<file path="src/rtl/object_dma_m.sv">
// object_dma_m
//   Copies LENGTH bytes from source memory page {src_page, 8'h00..} into VRAM
//   starting at DST_BASE, one byte at a time, and merges those DMA writes with
//   the CPU VRAM write port. The CPU always wins; DMA writes only land in
//   cycles where the video timing opens the write window and the CPU is idle.
//
// Ports
//   clk, rst          : pixel clock, synchronous active-high reset
//   start             : one-cycle transfer request (honoured only in IDLE)
//   src_page          : source high address byte, latched at start
//   writable          : VRAM write window from video timing
//   cpu_data/address/write_enable : CPU VRAM write request (pass-through)
//   mem_req/addr/ack/rdata        : source memory read handshake
//   data/address/write_enable     : merged VRAM write port to the foreground
//   busy              : high while reading/writing
//   done              : one-cycle completion pulse

module object_dma_m #(
   parameter int unsigned                 VRAM_ADDR_WIDTH = 12,
   parameter logic [VRAM_ADDR_WIDTH-1:0]  DST_BASE        = 12'h800,
   parameter int unsigned                 LENGTH          = 256
) (
   input  logic                        clk,
   input  logic                        rst,
   input  logic                        start,
   input  logic [7:0]                  src_page,
   input  logic                        writable,
   input  logic [7:0]                  cpu_data,
   input  logic [VRAM_ADDR_WIDTH-1:0]  cpu_address,
   input  logic                        cpu_write_enable,
   output logic                        mem_req,
   output logic [15:0]                 mem_addr,
   input  logic                        mem_ack,
   input  logic [7:0]                  mem_rdata,
   output logic [7:0]                  data,
   output logic [VRAM_ADDR_WIDTH-1:0]  address,
   output logic                        write_enable,
   output logic                        busy,
   output logic                        done
);

   localparam logic [7:0] LastIndex = 8'(LENGTH - 1);

   typedef enum logic [1:0] {
      StIdle,
      StRead,
      StWrite,
      StDone
   } state_e;

   state_e     state_q, state_d;
   logic [7:0] index_q, index_d;
   logic [7:0] page_q,  page_d;
   logic [7:0] byte_q,  byte_d;
   logic       dma_we;

   // State register
   always_ff @(posedge clk) begin
      if (rst) begin
         state_q <= StIdle;
         index_q <= 8'd0;
         page_q  <= 8'd0;
         byte_q  <= 8'd0;
      end else begin
         state_q <= state_d;
         index_q <= index_d;
         page_q  <= page_d;
         byte_q  <= byte_d;
      end
   end

   // Next-state and control outputs
   always_comb begin
      state_d = state_q;
      index_d = index_q;
      page_d  = page_q;
      byte_d  = byte_q;
      mem_req = 1'b0;
      busy    = 1'b0;
      done    = 1'b0;
      dma_we  = 1'b0;

      unique case (state_q)
         StIdle: begin
            if (start) begin
               page_d  = src_page;
               index_d = 8'd0;
               state_d = StRead;
            end
         end

         StRead: begin
            busy    = 1'b1;
            mem_req = 1'b1;
            if (mem_ack) begin
               byte_d  = mem_rdata;
               state_d = StWrite;
            end
         end

         StWrite: begin
            busy = 1'b1;
            // The CPU owns the port whenever it writes; DMA waits for a free,
            // writable cycle and holds index/byte until then.
            if (writable && !cpu_write_enable) begin
               dma_we = 1'b1;
               if (index_q == LastIndex) begin
                  state_d = StDone;
               end else begin
                  index_d = index_q + 8'd1;
                  state_d = StRead;
               end
            end
         end

         StDone: begin
            done    = 1'b1;
            state_d = StIdle;
         end

         default: state_d = StIdle;
      endcase
   end

   assign mem_addr = {page_q, index_q};

   // Merged VRAM write port. CPU pass-through is combinational and not gated
   // by writable or reset; the foreground applies its own window gating.
   always_comb begin
      write_enable = 1'b0;
      data         = byte_q;
      address      = DST_BASE + VRAM_ADDR_WIDTH'(index_q);
      if (cpu_write_enable) begin
         write_enable = 1'b1;
         data         = cpu_data;
         address      = cpu_address;
      end else if (dma_we) begin
         write_enable = 1'b1;
      end
   end

endmodule
</file>
<file path="config.mk">
export PLATFORM = sky130hd
export DESIGN_NAME = object_dma_m
export DESIGN_NICKNAME = d
export VERILOG_FILES = /design/src/rtl/object_dma_m.sv
export SDC_FILE = /design/constraint.sdc
export NUM_CORES = 1
export LEC_CHECK = 0
export CAP_MARGIN = 10
export CORE_ASPECT_RATIO = 1.75
export CORE_MARGIN = 3
export CORE_UTILIZATION = 38
export DETAILED_ROUTE_END_ITERATION = 12
export PLACE_DENSITY = 0.78
export SYNTH_ARGS = -nofsm -noshare
export SYNTH_HDL_FRONTEND = slang
export SYNTH_SLANG_ARGS = --single-unit
export TNS_END_PERCENT = 10
</file>
<file path="constraint.sdc">
create_clock -name clk -period 2.2 [get_ports clk]
set_clock_uncertainty 0.2 [all_clocks]
set_input_delay 0.44 -clock clk [delete_from_list [all_inputs] [get_ports clk]]
set_output_delay 0.44 -clock clk [all_outputs]
set_load 0.05 [all_outputs]
</file>
==> metrics.md, run 1 <==
| Metric | Value |
|---|---|
| Status | `completed` |
| Max FO, Critical Path | `5` |
| Final period util | `96.14%` |
| Register bit count reported by yosys | `26` |
| Die Y | `a little under 90 um` |
| PortBufs | `a little over 80` |
| TritonRoute pass-1 iters | `4` |
| Core area | `between 3000 and 4000 um2` |
| GRT Resource Usage Total | `between 20% and 30%` |
| Reg2reg setup slack | `about 160 ps` |
| Final Core Density | `69.95%` |
| Static leakage | `0.9808 nW` |
| Largest net degree at the start of global routing | `14` |
| Post-CTS setup buffer count | `0` |
| DRC viols | `0` |
| Routed length per instance | `14.98 um` |
| Area growth, synth to finish | `71.14%` |
| H-tree depth | `1` |
| Worst path bufs/invs | `2` |
| Setup violators final | `0` |
| Int Pwr | `roughly 1.1 mW` |
| Vias/cell | `around 5.3` |
| Max-cap viol count | `0` |
| Fmax | `approximately 470 MHz` |
| Endpoints failing hold | `0` |
| Sw Ratio | `between 40 and 50%` |
| Crit path arrival time | `approximately 1500 ps` |
| Post-synthesis instance total | `~170` |
| Final min period | `~2100 ps` |
| Worst Reg2Reg Path Length in Cells | `6` |
| Clock power share | `a little over an eighth` |
| Mapped Area | `1418 um2` |
| HP Start | `byte_q[5]$_SDFFE_PP0P_` |
| 1st-iter DRT viols | `54` |
| Worst r2r src | `state_q[1]$_SDFFE_PP0P_` |
| Switching pwr | `between 0.8 and 0.9 mW` |
| Peak supply drop | `around 550 uV` |
| CTS tree | `built` |
| Die X | `~52 um` |
| Reg clk slew, reported paths | `80 ps` |
| Clk_lat worst skew | `260 ps` |
| Initial antenna violation count | `0` |
| Initial Utilization | `40.87%` |
| Number of buffers created by CTS | `3` |
| Nets | `approximately 300` |
| FP Rows | `28` |
| Clock buffer depth | `2` |
| Sequential share of power | `29.5%` |
| Worst path required time | `1560 ps` |
| HP Class | `reg2reg` |
| Slew margin rel. | `about two thirds` |
| Hold Path End | `byte_q[5]$_SDFFE_PP0P_` |
| Layout cells sized above 1 | `about 28%` |
| Crit Path Category | `reg2out` |
| Clock root cell | `clkbuf_8` |
| Logic pwr share | `57.0%` |
| Commonest non-fill, non-tap cell in the layout | `clkdlybuf4s50_1` |
| Hold path cells | `2` |
| CP delay by family, top | `flip-flops` |
| Distinct cells, synth | `36` |
| EDFF count, synth | `0` |
| Antenna Cells | `0` |
| DRT antenna net count | `0` |
| Via count | `approximately 1600` |
| Top_reg_cell synth | `dfxtp_1` |
| Worst-path cell chain | `inv_1 -> ha_2 -> nand2_2 -> or2b_1 -> buf_12` |
| Synth async-reset ratio | `0%` |
| Total congestion overflow | `0` |
| Register area share after synthesis | `36.72%` |
| RSZ-0062 raised after global routing | `false` |
| Ports | `just over 80` |
| Vias in the first global route | `1573` |
| Final Cell Area | `between 2000 and 2500 um2` |
| Power per standard cell area | `approximately 800 nW/um2` |
| Crit start category | `register` |
| Synthesized net count | `around 220` |
| Least-Margin Pin Slew | `between 400 and 500 ps` |
| First-pass GRT wire length | `between 7000 and 8000 um` |
| Die Area | `approximately 4500 um2` |
| Routed WL | `~4500 um` |
| Commonest non-fill, non-tap cells in the layout | `48 x clkdlybuf4s50_1, 38 x buf_4, 26 x dfxtp_1, 23 x nand2_1, 22 x a21oi_1` |
| Placer Congestion | `a little over 0.9` |
| CP endpoint kind | `primary output` |
| Yosys warning total | `0` |
| RR Endpoint | `index_q[1]$_SDFFE_PP0P_` |
| CTS Sinks | `26` |
| Final Max Slew Viols | `0` |
| Placed cell area | `2362 um2` |
| Synthesized area per cell | `roughly 8.4 um2` |
| Worst stage delay on the critical path | `360 ps` |
| Dpl hpwl | `3574 um` |
| Crit-path slowest cell | `dfxtp_1` |
## layer usage
| metal | track usage (%) | part of all wire [%] |
|---|---|---|
| met5 | 0 | 0 |
| met4 | 7.442 | 1.9 |
| met3 | 2.926 | 5.6 |
| met2 | 37.92 | 57 |
| met1 | 21.95 | 35 |
## worst max path at each step
| stage | startpoint | endpoint | slack, ps | depth (start not counted) |
|---|---|---|---|---|
| floorplan | index_q[0]$_SDFFE_PP0P_ | index_q[6]$_SDFFE_PP0P_ | 90 | 4 |
| global placement | cpu_write_enable | index_q[1]$_SDFFE_PP0P_ | -160 | 6 |
| detailed placement | cpu_write_enable | index_q[1]$_SDFFE_PP0P_ | -190 | 6 |
| CTS | state_q[0]$_SDFFE_PP0P_ | write_enable | 2 | 5 |
| global route | state_q[1]$_SDFFE_PP0P_ | index_q[1]$_SDFFE_PP0P_ | 3 | 6 |
| finish | state_q[0]$_SDFFE_PP0P_ | write_enable | 90 | 5 |
## logic make-up after synthesis
kind of cell	share of synthesized area (%)
adders and majority gates	4.413
buffers and inverters	4.325
DFF	36.72
and+or+nand+nor	24.27
AOI/OAI and AO/OA	17.57
muxes	12.71
## area by class of cell
type	instances	area (um2)
inverter	5	18.77
tap	45	56.30
timing repair buffer	97	948.4
multi-input combinational	127	840.8
clock buffer	3	41.29
fill	279	1042
sequential	26	520.5
## cell usage after synthesis, types with 5 or more instances
library cell / instances / area, um2
mux2_2: 16 / 180.2
ha_1: 5 / 62.56
inv_1: 5 / 18.77
nand2_1: 24 / 90.09
a21oi_1: 22 / 110.1
nand3_1: 20 / 100.1
dfxtp_1: 26 / 520.5
clkbuf_1: 8 / 30.03
## through the flow
| step | setup TNS [ps] | instances | power [mW] | hold WS [ps] | setup WS, ps |
|---|---|---|---|---|---|
| floorplan | 0 | 168 | 1.225 | 233.8 | 86.10 |
| global placement | -1922 | 299 | 1.659 | 240.1 | -155.7 |
| detailed placement | -2436 | 299 | 1.668 | 244.2 | -194.8 |
| CTS | 0 | 303 | 1.935 | 255.9 | 2.010 |
| global route | 0 | 303 | 2.021 | 276.7 | 3.210 |
| finish | 0 | 303 | 1.921 | 255.4 | 85.01 |
## power by group through the flow
| stage | Clock (mW) | Combinational (mW) | Sequential, mW |
|---|---|---|---|
| final | 0.259 | 1.09 | 0.567 |
| after global routing | 0.279 | 1.17 | 0.575 |
| after CTS | 0.267 | 1.10 | 0.568 |
| after detailed placement | 0 | 1.09 | 0.579 |
| after global placement | 0 | 1.08 | 0.577 |
| after floorplan | 0 | 0.562 | 0.663 |
## sequential cells by signal (all words and copies together), names as in the netlist
register,count
page_q,8
index_q,8
byte_q,8
state_q,2
## worst min-delay path, stage by stage (launching register included)
cell and delay [ps]:
dfxtp_1 310, nand2_1 50, a21oi_1 50
## timing repair
action                                 in CTS  in global routing
resized for setup                           6                  1
hold buffers                                0                  0
endpoints found under the hold margin       0                  0
cloned                                      1                  0
setup endpoints to repair                  20                  3
(Power assumes the default switching activity.)
==> run 2: changes to the inputs <==
- CORE_MARGIN: 3 -> 1
- SLEW_MARGIN: unset -> 5
==> run 2 against run 1 <==
Setup slack got worse by 32 ps. Final cell count decreased by 0.66%. Hold slack improved by 0.57 ps. Power increased by 2.0%. Critical path type unchanged. Largest cell class unchanged. Largest power group unchanged.
==> metrics.md, run 2 (same netlist as run 1, synthesis figures left out) <==
| Metric | Value |
|---|---|
| FP Rows | `29` |
| Largest net degree at the start of global routing | `15` |
| Worst stage delay on the critical path | `just over 800 ps` |
| Vias/cell | `around 5.3` |
| Clock buffer depth | `2` |
| Commonest non-fill, non-tap cells in the layout | `50 x clkdlybuf4s50_1, 33 x buf_4, 25 x dfxtp_1, 23 x nand2_1, 22 x a21oi_1` |
| TritonRoute pass-1 iters | `4` |
| Commonest non-fill, non-tap cell in the layout | `clkdlybuf4s50_1` |
| # hold bufs at CTS | `0` |
| Die X | `between 40 and 50 um` |
| RSZ-0062 raised after global routing | `false` |
| Status | `completed` |
| Placer Congestion | `~0.86` |
| Die Area | `roughly 4000 um2` |
| 1st-iter DRT viols | `between 40 and 50` |
| H-tree depth | `1` |
| Total negative slack | `0 ps` |
| Slew margin rel. | `approximately 67%` |
| Critical path depth | `1` |
| Placed cells | `roughly 300` |
| Final Core Density | `around 67%` |
| GRT Resource Usage Total | `about 20%` |
| Via count | `1597` |
| HP Class | `reg2reg` |
| Final period util | `between 90% and 100%` |
| CP delay by family, top | `buffers and inverters` |
| Antenna Cells | `0` |
| Initial antenna violation count | `0` |
| CTS tree | `built` |
| Final Cell Area | `2424 um2` |
| Nets | `303` |
| Routed WL | `around 4000 um` |
| Initial Utilization | `around 39%` |
| Power per standard cell area | `between 800 and 900 nW/um2` |
| Fin cells | `301` |
| Worst path required time | `1560 ps` |
| Hold path cells | `2` |
| Reg clk slew, reported paths | `about 80 ps` |
| Final setup margin | `about 53 ps` |
| Least-Margin Pin Slew | `a little under 500 ps` |
| DRT antenna net count | `0` |
| Area growth, synth to finish | `70.96%` |
| Ports | `between 80 and 90` |
| First-pass GRT wire length | `~6000 um` |
| DRC viols | `0` |
| Setup violators final | `0` |
| Max-cap viol count | `0` |
| Worst path bufs/invs | `1` |
| PortBufs | `slightly above 80` |
| Final hold slack | `256.0 ps` |
| Peak supply drop | `564.0 uV` |
| Worst Reg2Reg Path Length in Cells | `6` |
| Routed length per instance | `roughly 13 um` |
| Clock root cell | `clkbuf_8` |
| Core area | `3592 um2` |
| Largest regs | `byte_q x8, index_q x8, page_q x8` |
| Vias in the first global route | `between 1000 and 1500` |
| Crit-path slowest cell | `clkdlybuf4s50_1` |
| CP endpoint kind | `primary output` |
| Crit Path Category | `reg2out` |
| Worst-path cell chain | `clkdlybuf4s50_1` |
| Total congestion overflow | `0` |
| Clk_lat worst skew | `about 260 ps` |
| Crit start category | `register` |
| Final Max Slew Viols | `0` |
| Max FO, Critical Path | `5` |
| Place WS | `-178.0 ps` |
| Dpl hpwl | `3131 um` |
| Final min period | `approximately 2100 ps` |
| Endpoints failing hold | `0` |
| Number of buffers created by CTS | `3` |
| Crit path arrival time | `1510 ps` |
| Layout cells sized above 1 | `between 20% and 30%` |
| Static leakage | `around 0.96 nW` |
| Die Y | `82.80 um` |
| CTS Sinks | `26` |
| Fmax | `465.8 MHz` |
| Tot Pwr | `1.959 mW` |
| Placed cell area | `between 2000 and 2500 um2` |
## run 2: changes by cell type in the layout (fill, tap and decap cells not counted)
cell             delta
buf_6               -1
buf_4               -5
clkdlybuf4s50_1     +2
clkbuf_8            +1
ha_2                -1
dfxtp_2             +1
ha_4                +1
dfxtp_1             -1
## run 2: what timing repair did
action	CTS	global route
buffers inserted	0	0
setup endpoints to repair	17	1
hold endpoints to repair	0	0
resized for setup	5	2
## run 2: final timing paths
kind	start	to	slack [ps]
max	index_q[6]$_SDFFE_PP0P_	mem_addr[6]	50
min reg2reg	page_q[6]$_SDFFE_PP0P_	page_q[6]$_SDFFE_PP0P_	260
min	page_q[6]$_SDFFE_PP0P_	page_q[6]$_SDFFE_PP0P_	260
max reg2reg	state_q[1]$_SDFFE_PP0P_	index_q[1]$_SDFFE_PP0P_	90
## run 2: routing by layer
layer / vias to the layer above / routed length, um / global-route usage, % / part of all wire (%)
li1: 790 / - / - / -
met1: 728 / 1490 / 23.71 / 37
met2: 67 / 2154 / 33.70 / 54
met3: 12 / 205 / 1.304 / 5.1
met4: 0 / 153 / 9.848 / 3.8
met5: - / 0 / 0 / 0
## run 2: cell type report
class,count,area (um2)
repair buffers,93,919.6
multi-input cells,127,850.8
flip-flops and latches,26,521.8
well taps,46,57.56
clock buffers,4,55.05
fillers,307,1169
inverters,5,18.77
## run 2: where the power goes
group          total [mW]  internal (mW)  switching [mW]
sequential          0.574          0.534          0.0403
combinational        1.09          0.450           0.637
clock               0.298          0.160           0.138
## run 2: tightest hold or removal path: stages (launching register included)
cell     delay [ps]
dfxtp_1         310
nand2_1          50
a21oi_1          50
==> run 3: changes to the inputs <==
- CAP_MARGIN: 10 -> 25
==> results of run 3 <==
No change in the layout: final DEF, timing and power equal those of run 2.
==> edit 1, RTL diff (flow settings as in run 1) <==
`VRAM_ADDR_WIDTH`: 12 -> 13.
--- a/src/rtl/object_dma_m.sv
+++ b/src/rtl/object_dma_m.sv
@@ -18,3 +18,3 @@
 module object_dma_m #(
-   parameter int unsigned                 VRAM_ADDR_WIDTH = 12,
+   parameter int unsigned                 VRAM_ADDR_WIDTH = 13,
    parameter logic [VRAM_ADDR_WIDTH-1:0]  DST_BASE        = 12'h800,
Ports: changed (resized address and cpu_address); port bits go from 82 to 84. The function was not compared with the original's and may differ.
==> edit 1 against run 1 <==
Register-to-register slack better by 100 ps. Wire length shrank 0.13%. Setup slack got worse by 19 ps. Synthesized area rose by 4.0%. Hold slack improved by 1.5 ps. Final area increased by 4.3%. Sequential cell count stayed put. Total power rose by 11%.
==> edit 1: results <==
{
  "root_buffer": "clkbuf_8",
  "final_layout_size_suffix_gt1_frac": 0.285,
  "clockBufferDepth": 2,
  "grt_util_all_layers": 0.203,
  "ys_seq_area_frac": 0.353,
  "ys_top_cells_by_count": "26 x dfxtp_1, 22 x nand3_1, 21 x nand2_1, 20 x a21oi_1, 16 x mux2_2",
  "yosys_warnings": 0,
  "grt_pass1_wl_um": 7190,
  "antenna_found_initial": 0,
  "slowest_stage": "clkdlybuf4s50_1",
  "synth_area_leaders": "dfxtp_1 35%, mux2_2 12%, nand3_1 7.5%",
  "drt-pass1-iter-count": 4,
  "reg_top3": "byte_q x8, index_q x8, page_q x8",
  "grt_pass1_vias": 1536,
  "clk_latency_ps": 270,
  "ir_worst_vdd_mv": 0.603,
  "vias": 1610,
  "grt_max_degree": 15,
  "total_leakage_power_uw": 0.00103,
  "internal_power_uw": 1230,
  "port_buffers": 83,
  "drtIter0Drc": 23,
  "crit_fanout": 5,
  "slowest_delay_ps": 830,
  "arrival_ps": 1490,
  "status": "complete, no violations",
  "synth_async_sr_flop_share": 0,
  "routedWlPerCell_um": 14.7,
  "synth_cell_types": 37,
  "place_congestion": 0.864,
  "finalNetCount": 312,
  "cp_top_family": "buffers and inverters",
  "diodes": 0,
  "hold_class": "reg2reg",
  "slew_headroom": 0.660,
  "dp_hpwl_um": 3460,
  "crit_start": "index_q[6]",
  "hold_start": "byte_q[0]",
  "htreeDepth": 1,
  "synth_fp_nets": 220
}
-- edit 1: logic make-up (layout without fill, tap and decap cells) --
kind of cell             after synthesis  after routing  share of synthesized area
AND/OR/NAND/NOR                       69             69                      0.250
AO/OA/AOI/OAI                         41             41                      0.185
multiplexers                          16             16                      0.122
adder cells (fa/ha/maj)                5              5                     0.0424
buffers and inverters                 15            106                     0.0467
flip-flops                            26             26                      0.353
-- edit 1: per-stage QoR --
step	util	cells	hold WS [ps]	instance area, µm²	setup WS [ps]
after floorplan	-	172	234	1470	184
after global placement	0.666	304	241	2440	-97.8
after detailed placement	0.666	304	247	2440	-117
after CTS	0.690	309	259	2530	32.7
after global routing	0.691	309	277	2530	12.3
final	0.691	309	257	2530	66.3
-- edit 1: worst paths after layout --
check	end	slack, ps	depth (start not counted)
setup / recovery	mem_addr[6]	70	1
hold / removal	byte_q[0]	260	2
setup reg to reg	index_q[5]	260	6
hold reg to reg	byte_q[0]	260	2
-- edit 1: power groups by stage --
stage	clock network [µW]	logic (µW)	registers (µW)
after floorplan	0	654	680
after global placement	0	1230	590
after detailed placement	0	1240	593
after CTS	311	1250	583
after global routing	335	1340	596
final	304	1250	584
-- edit 1: final cells by class --
type                       count  area [µm²]
tap                           46        57.6
inverter                       5        18.8
sequential                    26         522
timing repair buffer          97         993
fill                         310        1130
clock buffer                   4        55.1
multi-input combinational    131         885
-- edit 1: what timing repair did --
action,4_1_cts,5_1_grt
resized for setup,1,2
setup endpoints to repair,16,3
gates cloned,1,0
-- edit 1: routing by layer --
layer | vias to the layer above | part of all wire | wire length, µm | track usage
met1 | 729 | 0.36 | 1620 | 0.224
met4 | 0 | 0.015 | 68 | 0.0721
met2 | 65 | 0.55 | 2500 | 0.378
met3 | 8 | 0.077 | 351 | 0.0320
li1 | 808 | - | - | -
met5 | - | 0 | 0 | 0
==> edit 2, RTL diff (flow settings as in run 1) <==
Made on the original files. Re-encode `state_e` (4 states) as one-hot, 4 bits wide.
--- a/src/rtl/object_dma_m.sv
+++ b/src/rtl/object_dma_m.sv
@@ -43,7 +43,7 @@
 
-   typedef enum logic [1:0] {
-      StIdle,
-      StRead,
-      StWrite,
-      StDone
+   typedef enum logic [3:0] {
+      StIdle  = 4'b0001,
+      StRead  = 4'b0010,
+      StWrite = 4'b0100,
+      StDone  = 4'b1000
    } state_e;
Formal check against the unedited RTL: same outputs for any inputs over 10 cycles, from zero or initial values and one cycle with rst high; not proved beyond that.
==> edit 2 against run 1 <==
First-iteration DRC count decreased by 57%. Synthesized cell count decreased by 4.2%. Setup slack got worse by 58 ps. Wire length decreased by 1.3%. Sequential cell count increased by 2. Final area increased by 4.6%. Total power decreased by 28%. Synthesized area increased by 2.8%. Largest cell class unchanged.
==> edit 2: results <==
{
  "met2RoutedLength_um": 2370,
  "synth_cell_types": 37,
  "wl_met3_um": 423,
  "ir_worst_vdd_mv": 0.585,
  "grt_util_all_layers": 0.200,
  "via_per_inst": 5.23,
  "total_leakage_power_uw": 0.00107,
  "synth_compound_area_frac": 0.130,
  "crit_fanout": 11,
  "power.density_mw_per_mm2": 547,
  "grt_pass1_vias": 1578,
  "drtIter0Drc": 23,
  "p_comb_frac": 0.400,
  "synth_area_leaders": "dfxtp_1 38%, mux2_2 13%, mux2i_1 6.2%",
  "synth_fp_nets": 204,
  "root_buffer": "clkbuf_8",
  "clk_pin_slew_ps": 90,
  "final_layout_size_suffix_gt1_frac": 0.306,
  "place_congestion": 0.756,
  "ys_seq_area_frac": 0.385,
  "ys_top_cells_by_count": "28 x dfxtp_1, 17 x mux2_2, 15 x nor2_1, 13 x nand3_1, 12 x nand2_1",
  "drt-total-wl_um": 4480,
  "status": "complete, no violations",
  "placed_area_mm2": 0.00244,
  "fillers": 302,
  "powerComb_uw": 555,
  "dp_hpwl_um": 3320,
  "synthMuxAreaShare": 0.193,
  "drt-pass1-iter-count": 5,
  "power_clock_uw": 278,
  "finalNetCount": 300,
  "worstMarginPinSlew_ps": 507,
  "synth_async_sr_flop_share": 0,
  "switchingPower_uw": 465,
  "wl_met1_um": 1580,
  "grt_max_degree": 15,
  "synthXorXnorAreaFrac": 0.00601,
  "grt_pass1_wl_um": 7050,
  "arrival_ps": 1530
}
-- edit 2: changes by cell type in the layout (fill, tap and decap cells not counted), moves of 4 or more --
cell and change:
nor2_1 +12, mux2i_1 +9, o21ai_0 +5, a21oi_1 -12, nor4_1 +4, nand2_1 -11
o22a_1 +5, nand3_1 -7
-- edit 2: cell families after synthesis --
kind of cell    after synthesis
compound gates               29
buf+inv                      12
xor+xnor                      1
fa+ha+maj                     1
mux                          26
simple gates                 64
flops                        28
-- edit 2: repair_timing --
action | in CTS | in global routing
gates cloned | 1 | 0
setup endpoints to repair | 16 | 3
setup buffers | 0 | 3
hold endpoints to repair | 0 | 0
gates resized for setup | 2 | 2
hold buffers | 0 | 0
-- edit 2: final timing paths --
path,startpoint,end,slack [ps],cells after the start
max,cpu_write_enable,data[2],30,4
max reg2reg,state_q[1],index_q[3],210,7
min reg2reg,byte_q[2],byte_q[2],270,2
min,byte_q[2],byte_q[2],270,2
-- edit 2: critical path, cell delays in order --
cell and delay, ps:
clkdlybuf4s15_1 270, bufbuf_16 310, mux2_2 330, buf_4 190
-- edit 2: per-stage QoR --
stage	setup WS (ps)	cells
2_1_floorplan	-219	161
3_3_place_gp	-103	294
3_5_place_dp	-109	294
4_1_cts	15.2	298
5_1_grt	0.757	301
6_report	26.9	301
-- edit 2: final cells by class --
| cell class | instances | share of cell area |
|---|---|---|
| Multi-Input combinational cell | 121 | 0.333 |
| Tap cell | 46 | 0.0227 |
| Clock buffer | 3 | 0.0163 |
| Timing Repair Buffer | 101 | 0.403 |
| Sequential cell | 28 | 0.221 |
| Inverter | 2 | 0.00296 |
-- edit 2: layer usage --
metal / track usage / vias up
li1: - / 771
met1: 0.214 / 728
met2: 0.348 / 65
met3: 0.0579 / 9
met4: 0.0977 / 0
met5: 0 / -
